## config.mk

```make
export PLATFORM = sky130hd
export DESIGN_NAME = mem_arbiter_flat
export DESIGN_NICKNAME = d
export VERILOG_FILES = /design/src/rtl/mem_arbiter_if.sv /design/src/rtl/mem_arbiter.sv /design/src/flat_wrapper.sv
export SDC_FILE = /design/constraint.sdc
export NUM_CORES = 1
export LEC_CHECK = 0
export CAP_MARGIN = 20
export CORE_AREA = 3 3 104 76
export CTS_BUF_LIST = sky130_fd_sc_hd__clkbuf_16
export CTS_CLUSTER_SIZE = 40
export DETAILED_ROUTE_END_ITERATION = 6
export DIE_AREA = 0 0 107 79
export MAX_ROUTING_LAYER = met4
export PLACE_DENSITY_LB_ADDON = 0.1
export SLEW_MARGIN = 20
export SYNTH_ARGS = -nofsm -noshare
export SYNTH_HDL_FRONTEND = slang
export SYNTH_SLANG_ARGS = --single-unit
```

## constraint.sdc

```tcl
create_clock -name clk -period 1.5 [get_ports clk]
set_input_delay 0.225 -clock clk [delete_from_list [all_inputs] [get_ports clk]]
set_output_delay 0.225 -clock clk [all_outputs]
set_load 0.02 [all_outputs]
```

## src/rtl/mem_arbiter_if.sv

```systemverilog
// mem_arbiter_if: bundle of two master ports and the RAM port around mem_arbiter.
// slave = arbiter side, master = masters/RAM side.
interface mem_arbiter_if #(
  parameter int AW = 20,
  parameter int DW = 8
);
  logic          m0_req;
  logic          m0_we;
  logic [AW-1:0] m0_addr;
  logic [DW-1:0] m0_wdata;
  logic          m0_lock;
  logic          m0_ack;
  logic [DW-1:0] m0_rdata;

  logic          m1_req;
  logic          m1_we;
  logic [AW-1:0] m1_addr;
  logic [DW-1:0] m1_wdata;
  logic          m1_lock;
  logic          m1_ack;
  logic [DW-1:0] m1_rdata;

  logic [AW-1:0] mem_address;
  logic [DW-1:0] mem_o_data;
  logic          mem_wr;
  logic [DW-1:0] mem_i_data;

  logic          busy;
  logic          grant;

  modport slave (
    input  m0_req, m0_we, m0_addr, m0_wdata, m0_lock,
    output m0_ack, m0_rdata,
    input  m1_req, m1_we, m1_addr, m1_wdata, m1_lock,
    output m1_ack, m1_rdata,
    output mem_address, mem_o_data, mem_wr,
    input  mem_i_data,
    output busy, grant
  );

  modport master (
    output m0_req, m0_we, m0_addr, m0_wdata, m0_lock,
    input  m0_ack, m0_rdata,
    output m1_req, m1_we, m1_addr, m1_wdata, m1_lock,
    input  m1_ack, m1_rdata,
    input  mem_address, mem_o_data, mem_wr,
    output mem_i_data,
    input  busy, grant
  );
endinterface

```

## src/rtl/mem_arbiter.sv

```systemverilog
// mem_arbiter: round-robin two-port arbiter onto a byte-wide RAM with lock.
// Ports: clk, reset (async high), bus (m0_*, m1_*, mem_*, busy, grant).
module mem_arbiter #(
  parameter int AW       = 20,
  parameter int DW       = 8,
  parameter int READ_LAT = 2
) (
  input  logic         clk,
  input  logic         reset,
  mem_arbiter_if.slave bus
);
  localparam int CW = $clog2(READ_LAT + 1);

  typedef enum logic [1:0] {IDLE, WR, RD, DONE} state_e;

  state_e        state_q, state_d;
  logic [CW-1:0] cnt_q, cnt_d;
  logic [AW-1:0] addr_q, addr_d;
  logic [DW-1:0] wdata_q, wdata_d;
  logic          wr_q, wr_d;
  logic          ack0_q, ack0_d;
  logic          ack1_q, ack1_d;
  logic [DW-1:0] rdata0_q, rdata0_d;
  logic [DW-1:0] rdata1_q, rdata1_d;
  logic          busy_q, busy_d;
  logic          grant_q, grant_d;
  logic          last_q, last_d;
  logic          lock_q, lock_d;

  logic hold_req;
  logic locked;
  logic cand0;
  logic cand1;
  logic pick;
  logic pick_we;

  always_comb begin
    state_d  = state_q;
    cnt_d    = cnt_q;
    addr_d   = addr_q;
    wdata_d  = wdata_q;
    wr_d     = 1'b0;
    ack0_d   = 1'b0;
    ack1_d   = 1'b0;
    rdata0_d = rdata0_q;
    rdata1_d = rdata1_q;
    grant_d  = grant_q;
    last_d   = last_q;
    lock_d   = lock_q;

    // The lock only shields the holder while it keeps requesting.
    hold_req = grant_q ? bus.m1_req : bus.m0_req;
    locked   = lock_q & hold_req;
    cand0    = bus.m0_req & ~(locked & grant_q);
    cand1    = bus.m1_req & ~(locked & ~grant_q);
    pick     = (cand0 & cand1) ? ~last_q : cand1;
    pick_we  = pick ? bus.m1_we : bus.m0_we;

    unique case (state_q)
      IDLE: begin
        if (lock_q && !hold_req) lock_d = 1'b0;
        if (cand0 || cand1) begin
          addr_d  = pick ? bus.m1_addr : bus.m0_addr;
          wdata_d = pick ? bus.m1_wdata : bus.m0_wdata;
          grant_d = pick;
          last_d  = pick;
          if (pick_we) begin
            state_d = WR;
            wr_d    = 1'b1;
          end else begin
            state_d = RD;
            cnt_d   = '0;
          end
        end
      end
      WR: begin
        state_d = DONE;
        ack0_d  = ~grant_q;
        ack1_d  = grant_q;
      end
      RD: begin
        cnt_d = cnt_q + CW'(1);
        if (cnt_q == CW'(READ_LAT)) begin
          if (grant_q) rdata1_d = bus.mem_i_data;
          else         rdata0_d = bus.mem_i_data;
          state_d = DONE;
          ack0_d  = ~grant_q;
          ack1_d  = grant_q;
        end
      end
      DONE: begin
        lock_d  = grant_q ? bus.m1_lock : bus.m0_lock;
        state_d = IDLE;
      end
      default: state_d = IDLE;
    endcase

    busy_d = (state_d != IDLE);
  end

  always_ff @(posedge clk or posedge reset) begin
    if (reset) begin
      state_q  <= IDLE;
      cnt_q    <= '0;
      addr_q   <= '0;
      wdata_q  <= '0;
      wr_q     <= 1'b0;
      ack0_q   <= 1'b0;
      ack1_q   <= 1'b0;
      rdata0_q <= '0;
      rdata1_q <= '0;
      busy_q   <= 1'b0;
      grant_q  <= 1'b0;
      last_q   <= 1'b1;
      lock_q   <= 1'b0;
    end else begin
      state_q  <= state_d;
      cnt_q    <= cnt_d;
      addr_q   <= addr_d;
      wdata_q  <= wdata_d;
      wr_q     <= wr_d;
      ack0_q   <= ack0_d;
      ack1_q   <= ack1_d;
      rdata0_q <= rdata0_d;
      rdata1_q <= rdata1_d;
      busy_q   <= busy_d;
      grant_q  <= grant_d;
      last_q   <= last_d;
      lock_q   <= lock_d;
    end
  end

  assign bus.mem_address = addr_q;
  assign bus.mem_o_data  = wdata_q;
  assign bus.mem_wr      = wr_q;
  assign bus.m0_ack      = ack0_q;
  assign bus.m1_ack      = ack1_q;
  assign bus.m0_rdata    = rdata0_q;
  assign bus.m1_rdata    = rdata1_q;
  assign bus.busy        = busy_q;
  assign bus.grant       = grant_q;
endmodule

```

## src/flat_wrapper.sv

```systemverilog
// flat-port wrapper written by rule: the top's interface ports become plain ports
module mem_arbiter_flat 
#(
  parameter int AW       = 20,
  parameter int DW       = 8,
  parameter int READ_LAT = 2
)
  (clk, reset, bus_m0_req, bus_m0_we, bus_m0_addr, bus_m0_wdata, bus_m0_lock, bus_m0_ack, bus_m0_rdata, bus_m1_req, bus_m1_we, bus_m1_addr, bus_m1_wdata, bus_m1_lock, bus_m1_ack, bus_m1_rdata, bus_mem_address, bus_mem_o_data, bus_mem_wr, bus_mem_i_data, bus_busy, bus_grant);
  mem_arbiter_if #(.AW(AW), .DW(DW)) bus_i ();
  input  logic clk;
  input  logic reset;
  input wire logic [$bits(bus_i.m0_req)-1:0] bus_m0_req;
  input wire logic [$bits(bus_i.m0_we)-1:0] bus_m0_we;
  input wire logic [$bits(bus_i.m0_addr)-1:0] bus_m0_addr;
  input wire logic [$bits(bus_i.m0_wdata)-1:0] bus_m0_wdata;
  input wire logic [$bits(bus_i.m0_lock)-1:0] bus_m0_lock;
  output wire logic [$bits(bus_i.m0_ack)-1:0] bus_m0_ack;
  output wire logic [$bits(bus_i.m0_rdata)-1:0] bus_m0_rdata;
  input wire logic [$bits(bus_i.m1_req)-1:0] bus_m1_req;
  input wire logic [$bits(bus_i.m1_we)-1:0] bus_m1_we;
  input wire logic [$bits(bus_i.m1_addr)-1:0] bus_m1_addr;
  input wire logic [$bits(bus_i.m1_wdata)-1:0] bus_m1_wdata;
  input wire logic [$bits(bus_i.m1_lock)-1:0] bus_m1_lock;
  output wire logic [$bits(bus_i.m1_ack)-1:0] bus_m1_ack;
  output wire logic [$bits(bus_i.m1_rdata)-1:0] bus_m1_rdata;
  output wire logic [$bits(bus_i.mem_address)-1:0] bus_mem_address;
  output wire logic [$bits(bus_i.mem_o_data)-1:0] bus_mem_o_data;
  output wire logic [$bits(bus_i.mem_wr)-1:0] bus_mem_wr;
  input wire logic [$bits(bus_i.mem_i_data)-1:0] bus_mem_i_data;
  output wire logic [$bits(bus_i.busy)-1:0] bus_busy;
  output wire logic [$bits(bus_i.grant)-1:0] bus_grant;
  assign bus_i.m0_req = bus_m0_req;
  assign bus_i.m0_we = bus_m0_we;
  assign bus_i.m0_addr = bus_m0_addr;
  assign bus_i.m0_wdata = bus_m0_wdata;
  assign bus_i.m0_lock = bus_m0_lock;
  assign bus_m0_ack = bus_i.m0_ack;
  assign bus_m0_rdata = bus_i.m0_rdata;
  assign bus_i.m1_req = bus_m1_req;
  assign bus_i.m1_we = bus_m1_we;
  assign bus_i.m1_addr = bus_m1_addr;
  assign bus_i.m1_wdata = bus_m1_wdata;
  assign bus_i.m1_lock = bus_m1_lock;
  assign bus_m1_ack = bus_i.m1_ack;
  assign bus_m1_rdata = bus_i.m1_rdata;
  assign bus_mem_address = bus_i.mem_address;
  assign bus_mem_o_data = bus_i.mem_o_data;
  assign bus_mem_wr = bus_i.mem_wr;
  assign bus_i.mem_i_data = bus_mem_i_data;
  assign bus_busy = bus_i.busy;
  assign bus_grant = bus_i.grant;
  mem_arbiter #(.AW(AW), .DW(DW), .READ_LAT(READ_LAT)) u_core (.clk(clk), .reset(reset), .bus(bus_i));
endmodule
```

# --- Word level (Yosys, flattened, before mapping) ---
# Cells that the tools add are included.
totals:
  regBits: 55
  out_inout_bits: 49
  word_cells: 65
classes:
  n_addsub: 1
  n_eq_ne: 7
  n_mux: 22
  bitwise: 10
  reduce_logical: 12
ops:
  columns: ["op", "count"]
  rows:
  - ["$mux 20", 1]
  - ["$mux 1", 10]
  - ["$mux 2", 5]
  - ["$reduce_and 3->1", 3]
  - ["$mux 8", 1]
  - ["$pmux 2 s4", 1]
  - ["$and 1x1->1", 6]
  - ["$eq 2x2->1 const B", 3]
  - ["$pmux 1 s2", 3]
  - ["$reduce_bool 2->1", 3]
  - ["$ne 2x1->1 const B", 2]
  - ["$not 1->1", 4]
  - ["$pmux 2 s2", 1]
  - ["$reduce_and 2->1", 2]
  - ["$add 2x1->2 const B", 1]
  - ["$eq 2x1->1 const B", 1]
  - ["$logic_not 2->1", 1]
  - ["$ne 2x2->1 const B", 1]
  - ["$logic_and 1x1->1", 1]
  - ["$logic_not 1->1", 1]
  - ["$logic_or 1x1->1", 1]

# --- Longest topological paths before layout ---
depth:
  ltp_word: 12
  mapped_depth: 7
  ltp_nobuf: 6

# --- Worst setup path before layout ---
# OpenSTA, ideal clock, no wires.
synth_path:
  path_kind: "register to register"
  startpoint: "register u_core.grant_q (netlist: u_core.bus.grant)"
  endpoint: "register u_core.addr_q[0] (netlist: u_core.bus.mem_address[0])"
  setup_ns: 0.135
  arrival_ns: 1.469
  required_ns: 1.365
  path_slack_ns: -0.104
  stages_incl_launch_ff: 8
  n_path_buf: 2
  synth_period_minus_slack_ns: 1.604
  path_cell_list: "dfrtp_1 > buf_6 > nand2b_4 > a21bo_4 > nand2_4 > buf_8 > mux2i_1 > o21ai_1"
synth_between:
  elab_chain_cells: 8
synth_lines:
  columns: ["element", "line", "source"]
  rows:
  - ["from (decl)", "mem_arbiter.sv:26", "logic grant_q, grant_d;"]
  - ["from (signal assigned)", "mem_arbiter.sv:127", "grant_q <= grant_d;"]
  - ["$mux 1", "mem_arbiter.sv:52", "hold_req = grant_q ? bus.m1_req : bus.m0_req;"]
  - ["$and 1x1->1", "mem_arbiter.sv:53", "locked = lock_q & hold_req;"]
  - ["$and 1x1->1, on equally long branches", "mem_arbiter.sv:54, mem_arbiter.sv:55", null]
  - ["$not 1->1, on equally long branches", "mem_arbiter.sv:54, mem_arbiter.sv:55", null]
  - ["$and 1x1->1, on equally long branches", "mem_arbiter.sv:54, mem_arbiter.sv:55", null]
  - ["$and 1x1->1", "mem_arbiter.sv:56", "pick = (cand0 & cand1) ? ~last_q : cand1;"]
  - ["$mux 1", "mem_arbiter.sv:56", null]
  - ["$mux 20", "mem_arbiter.sv:63", "addr_d = pick ? bus.m1_addr : bus.m0_addr;"]
  - ["to (signal assigned)", "mem_arbiter.sv:119", "addr_q <= addr_d;"]
  - ["to (decl)", "mem_arbiter.sv:18", "logic [AW-1:0] addr_q, addr_d;"]
# Several ways; a longest one is shown, not always the timed one.
# A chain may end at the register's enable or synchronous reset.

# --- Worst setup path in the final report ---
layout_path:
  startpoint: "register u_core.last_q"
  endpoint: "register u_core.cnt_q[0]"
layout_between:
  elab_chain_cells: 5
layout_lines:
  columns: ["element", "line", "source"]
  rows:
  - ["from (decl)", "mem_arbiter.sv:27", "logic last_q, last_d;"]
  - ["from (signal assigned)", "mem_arbiter.sv:128", "last_q <= last_d;"]
  - ["$not 1->1", "mem_arbiter.sv:56", null]
  - ["$mux 1", "mem_arbiter.sv:56", null]
  - ["$mux 1", "mem_arbiter.sv:57", "pick_we = pick ? bus.m1_we : bus.m0_we;"]
  - ["$ne 2x2->1 (no source line)", null, null]
  - ["$reduce_and 3->1 (no source line)", null, null]
  - ["to (signal assigned)", "mem_arbiter.sv:118", "cnt_q <= cnt_d;"]
  - ["to (decl)", "mem_arbiter.sv:17", "logic [CW-1:0] cnt_q, cnt_d;"]
# Every way passes these cells.

==> metrics.md <==
| Metric | Value |
|---|---|
| Initial antenna violation count | `0` |
| P_leak | `around 2.2 nW` |
| Synthesized net count | `approximately 300` |
| Xor/xnor share of the synthesized area | `0.003383` |
| Met3 wire len | `507 um` |
| Sw frac | `0.3680` |
| Die width | `~110 um` |
| Detailed placement HPWL | `approximately 5000 um` |
| Synth unique cells | `30` |
| Crit path time final | `1.563 ns` |
| CP Capture Type | `flop` |
| Avg Inst Size Synth | `11.26 um2` |
| Drt pass-1 iters | `4` |
| Pwr Density | `slightly below 2000 nW/um2` |
| Syn Inst Count | `230` |
| Final Core Density | `0.6466` |
| Iter 0 DRT Violations | `24` |
| Post-Route Skew | `0.01008 ns` |
| Status | `complete, but fails checks` |
| Failing checks | `negative setup slack` |
| Worst path required time | `1.67 ns` |
| Max-Cap Viols | `0` |
| Starting Density | `0.3779` |
| Most frequent cells in the layout | `clkdlybuf4s50_1 (87), dfrtp_1 (53), nand2_1 (33)` |
| Worst-Margin Slew | `0.3164 ns` |
| Simple-gate portion of the synthesized area | `0.08990` |
| Num rows | `25` |
| HP Class | `in2async` |
| Largest family of logic cells by synthesized area | `multiplexers` |
| CTS buffer count | `5` |
| Synth Area in Compound Gates | `0.1141` |
| Fmax | `approximately 640 MHz` |
| Comb pwr share | `0.530` |
| Clk sinks | `55` |
| GRT Util Overall | `0.1638` |
| Net Switching | `3.171 mW` |
| # diodes | `0` |
| Clock share of power | `0.170` |
| Mux share of post-synthesis cell area | `0.1895` |
| Clock Tree Buf Depth | `2` |
| Final max-slew violation count | `0` |
| CP Class | `reg2reg` |
| CTS Root Cell | `clkbuf_16` |
| CP arrival | `1.74 ns` |
| DR vias/cell | `4.634` |
| Detail Route Antenna Nets | `0` |
| H-tree Lvls | `2` |
| Share of the synthesized area in the top cell type | `0.5220` |
| Post-synthesis sequential area ratio | `0.5321` |
| Clk_lat worst skew | `0.29 ns` |
| Layout cells sized above 1 | `0.1811` |
| Yosys top cell by area | `dfrtp_1` |
| Core Region | `~7000 um2` |
| Place WS | `-0.2083 ns` |
| Grt ovf | `0` |
| Die area | `roughly 8500 um2` |
| WL/cell | `14.69 um` |
| Area delta synth->final | `71.10%` |
| RSZ-0062 raised after global routing | `true` |
| Top sig layer | `met4` |
| Chip height | `79 um` |
| Largest net degree at the start of global routing | `53` |
| Synth Register Bits | `55` |
| Crit share post-route | `1.042` |
| First-pass GRT wire length | `10580 um` |
| CP max FO | `3` |
| Vias in the first global route | `2183` |
| Crit start category | `flop` |
| Adder-Cell Fraction of Synth Area | `0.02417` |
| Via count | `2150` |
| CTS tree | `yes` |
| GP Congestion | `0.7579` |
| Met2 WL | `3286 um` |
| Mapped cell area | `2589 um2` |
| CTS clk-pin slew, worst paths | `0.07 ns` |
| # IOs | `121` |
| Cell internal pwr | `5.444 mW` |
| Dominant synthesized flop cell | `dfrtp_1` |
| Final Power | `8.615 mW` |
| Flop pwr share | `0.299` |
| DRC Markers | `0` |
| Ys async rst share | `1.000` |
| # port buffers | `120` |
| Worst vdd ir | `798.0 uV` |
| Commonest non-fill, non-tap cell in the layout | `clkdlybuf4s50_1` |
| Number of synthesized flops with an enable pin | `0` |
| Top cells by area, synth | `dfrtp_1 (52%), mux2i_1 (12%), mux2_2 (7.0%), o21ai_0 (6.6%), nand2_1 (5.1%)` |
| Hold Buf Count CTS | `0` |
| Setup slack after layout | `-0.06326 ns` |
| # setup viols final | `26` |
| Warnings from Yosys | `0` |
| Fin. Hold Viols | `0` |
| Final WL | `roughly 6800 um` |
| Slew margin rel. | `0.7884` |
| Met1 WL | `2955 um` |
| Final nets | `446` |
per-stage QoR:
stage	setup TNS (ns)	area [um2]	cells	hold WS [ns]
2_1_floorplan	-2.257	2596	230	0.2987
3_3_place_gp	-4.344	4044	451	0.4633
3_5_place_dp	-5.202	4044	451	0.4744
4_1_cts	-0.5849	4289	461	0.3524
5_1_grt	-2.544	4429	464	0.3602
6_report	-0.5325	4429	464	0.3473
cell type report:
cell class              count  area (um2)
fillers                   547        2421
repair buffers            144        1556
flip-flops and latches     55        1379
multi-input cells         154        1150
clock buffers               5       125.1
well taps                  94       117.6
clock inverters             3       63.81
inverters                   9       37.54
kinds of logic (layout without fill, tap and decap cells):
group                      after synthesis  in the layout
DFF                                     55             55
and+or+nand+nor                         52             52
AOI/OAI and AO/OA                       49             49
muxes                                   47             47
buffers and inverters                   21            161
adders and majority gates                5              5
xor gates and xnor gates                 1              1
layer usage:
metal	GRT usage	vias to the layer above
met5	-	-
met3	0.04549	7
met2	0.2695	86
met4	0.04215	0
met1	0.2016	986
li1	-	1071
Yosys cell counts (2+ instances only):
cell type	count
clkbuf_1	7
dfrtp_1	54
o21ai_0	34
inv_1	9
mux2i_1	31
a21oi_1	3
buf_8	3
nand2_1	35
mux2_2	16
nor2b_1	2
o21ai_1	5
nor2_1	7
nand2b_1	3
ha_1	5
worst paths after layout:
kind | startpoint | end | slack, ns | cells after the start
setup / recovery | u_core.last_q$_DFFE_PP1P_ | u_core.cnt_q[0]$_DFFE_PP0P_ | -0.06 | 6
hold / removal | reset | u_core.bus.mem_o_data[3]$_DFFE_PP0P_ | 0.35 | 3
setup reg to reg | u_core.last_q$_DFFE_PP1P_ | u_core.cnt_q[0]$_DFFE_PP0P_ | -0.06 | 6
hold reg to reg | u_core.bus.mem_address[15]$_DFFE_PP0P_ | u_core.bus.mem_address[15]$_DFFE_PP0P_ | 0.48 | 2
max in group asynchronous | reset | u_core.last_q$_DFFE_PP1P_ | 0.91 | 3
min in group clk | u_core.bus.mem_address[15]$_DFFE_PP0P_ | u_core.bus.mem_address[15]$_DFFE_PP0P_ | 0.48 | 2
power groups by stage:
| stage | logic [mW] | registers [mW] | clock network [mW] |
|---|---|---|---|
| detailed placement | 4.48 | 2.61 | 0 |
| global route | 4.94 | 2.68 | 1.56 |
| CTS | 4.52 | 2.60 | 1.49 |
| global placement | 4.41 | 2.57 | 0 |
| floorplan | 1.63 | 3.37 | 0 |
| finish | 4.57 | 2.58 | 1.47 |
flip-flops by register name (all words and copies together) (netlist names):
register	cells
u_core.bus.busy	1
u_core.bus.grant	1
u_core.bus.m0_ack	1
u_core.bus.m0_rdata	8
u_core.bus.m1_ack	1
u_core.bus.m1_rdata	8
u_core.bus.mem_address	20
u_core.bus.mem_o_data	8
u_core.bus.mem_wr	1
u_core.cnt_q	2
u_core.last_q	1
u_core.lock_q	1
u_core.state_q	2
worst max-delay path, stage by stage (launching register included):
cell and delay (ns):
dfstp_2 0.56, nand2b_4 0.06, a21bo_4 0.24, buf_12 0.13
a32oi_4 0.21, xnor2_1 0.15, a21oi_1 0.08
what timing repair did:
item	CTS	global route
endpoints found under the setup margin	51	71
resized for setup	18	33
buffers inserted	1	1
cloned	1	2
pin swaps	1	2
Note: power is estimated with default switching activity, not from simulation.
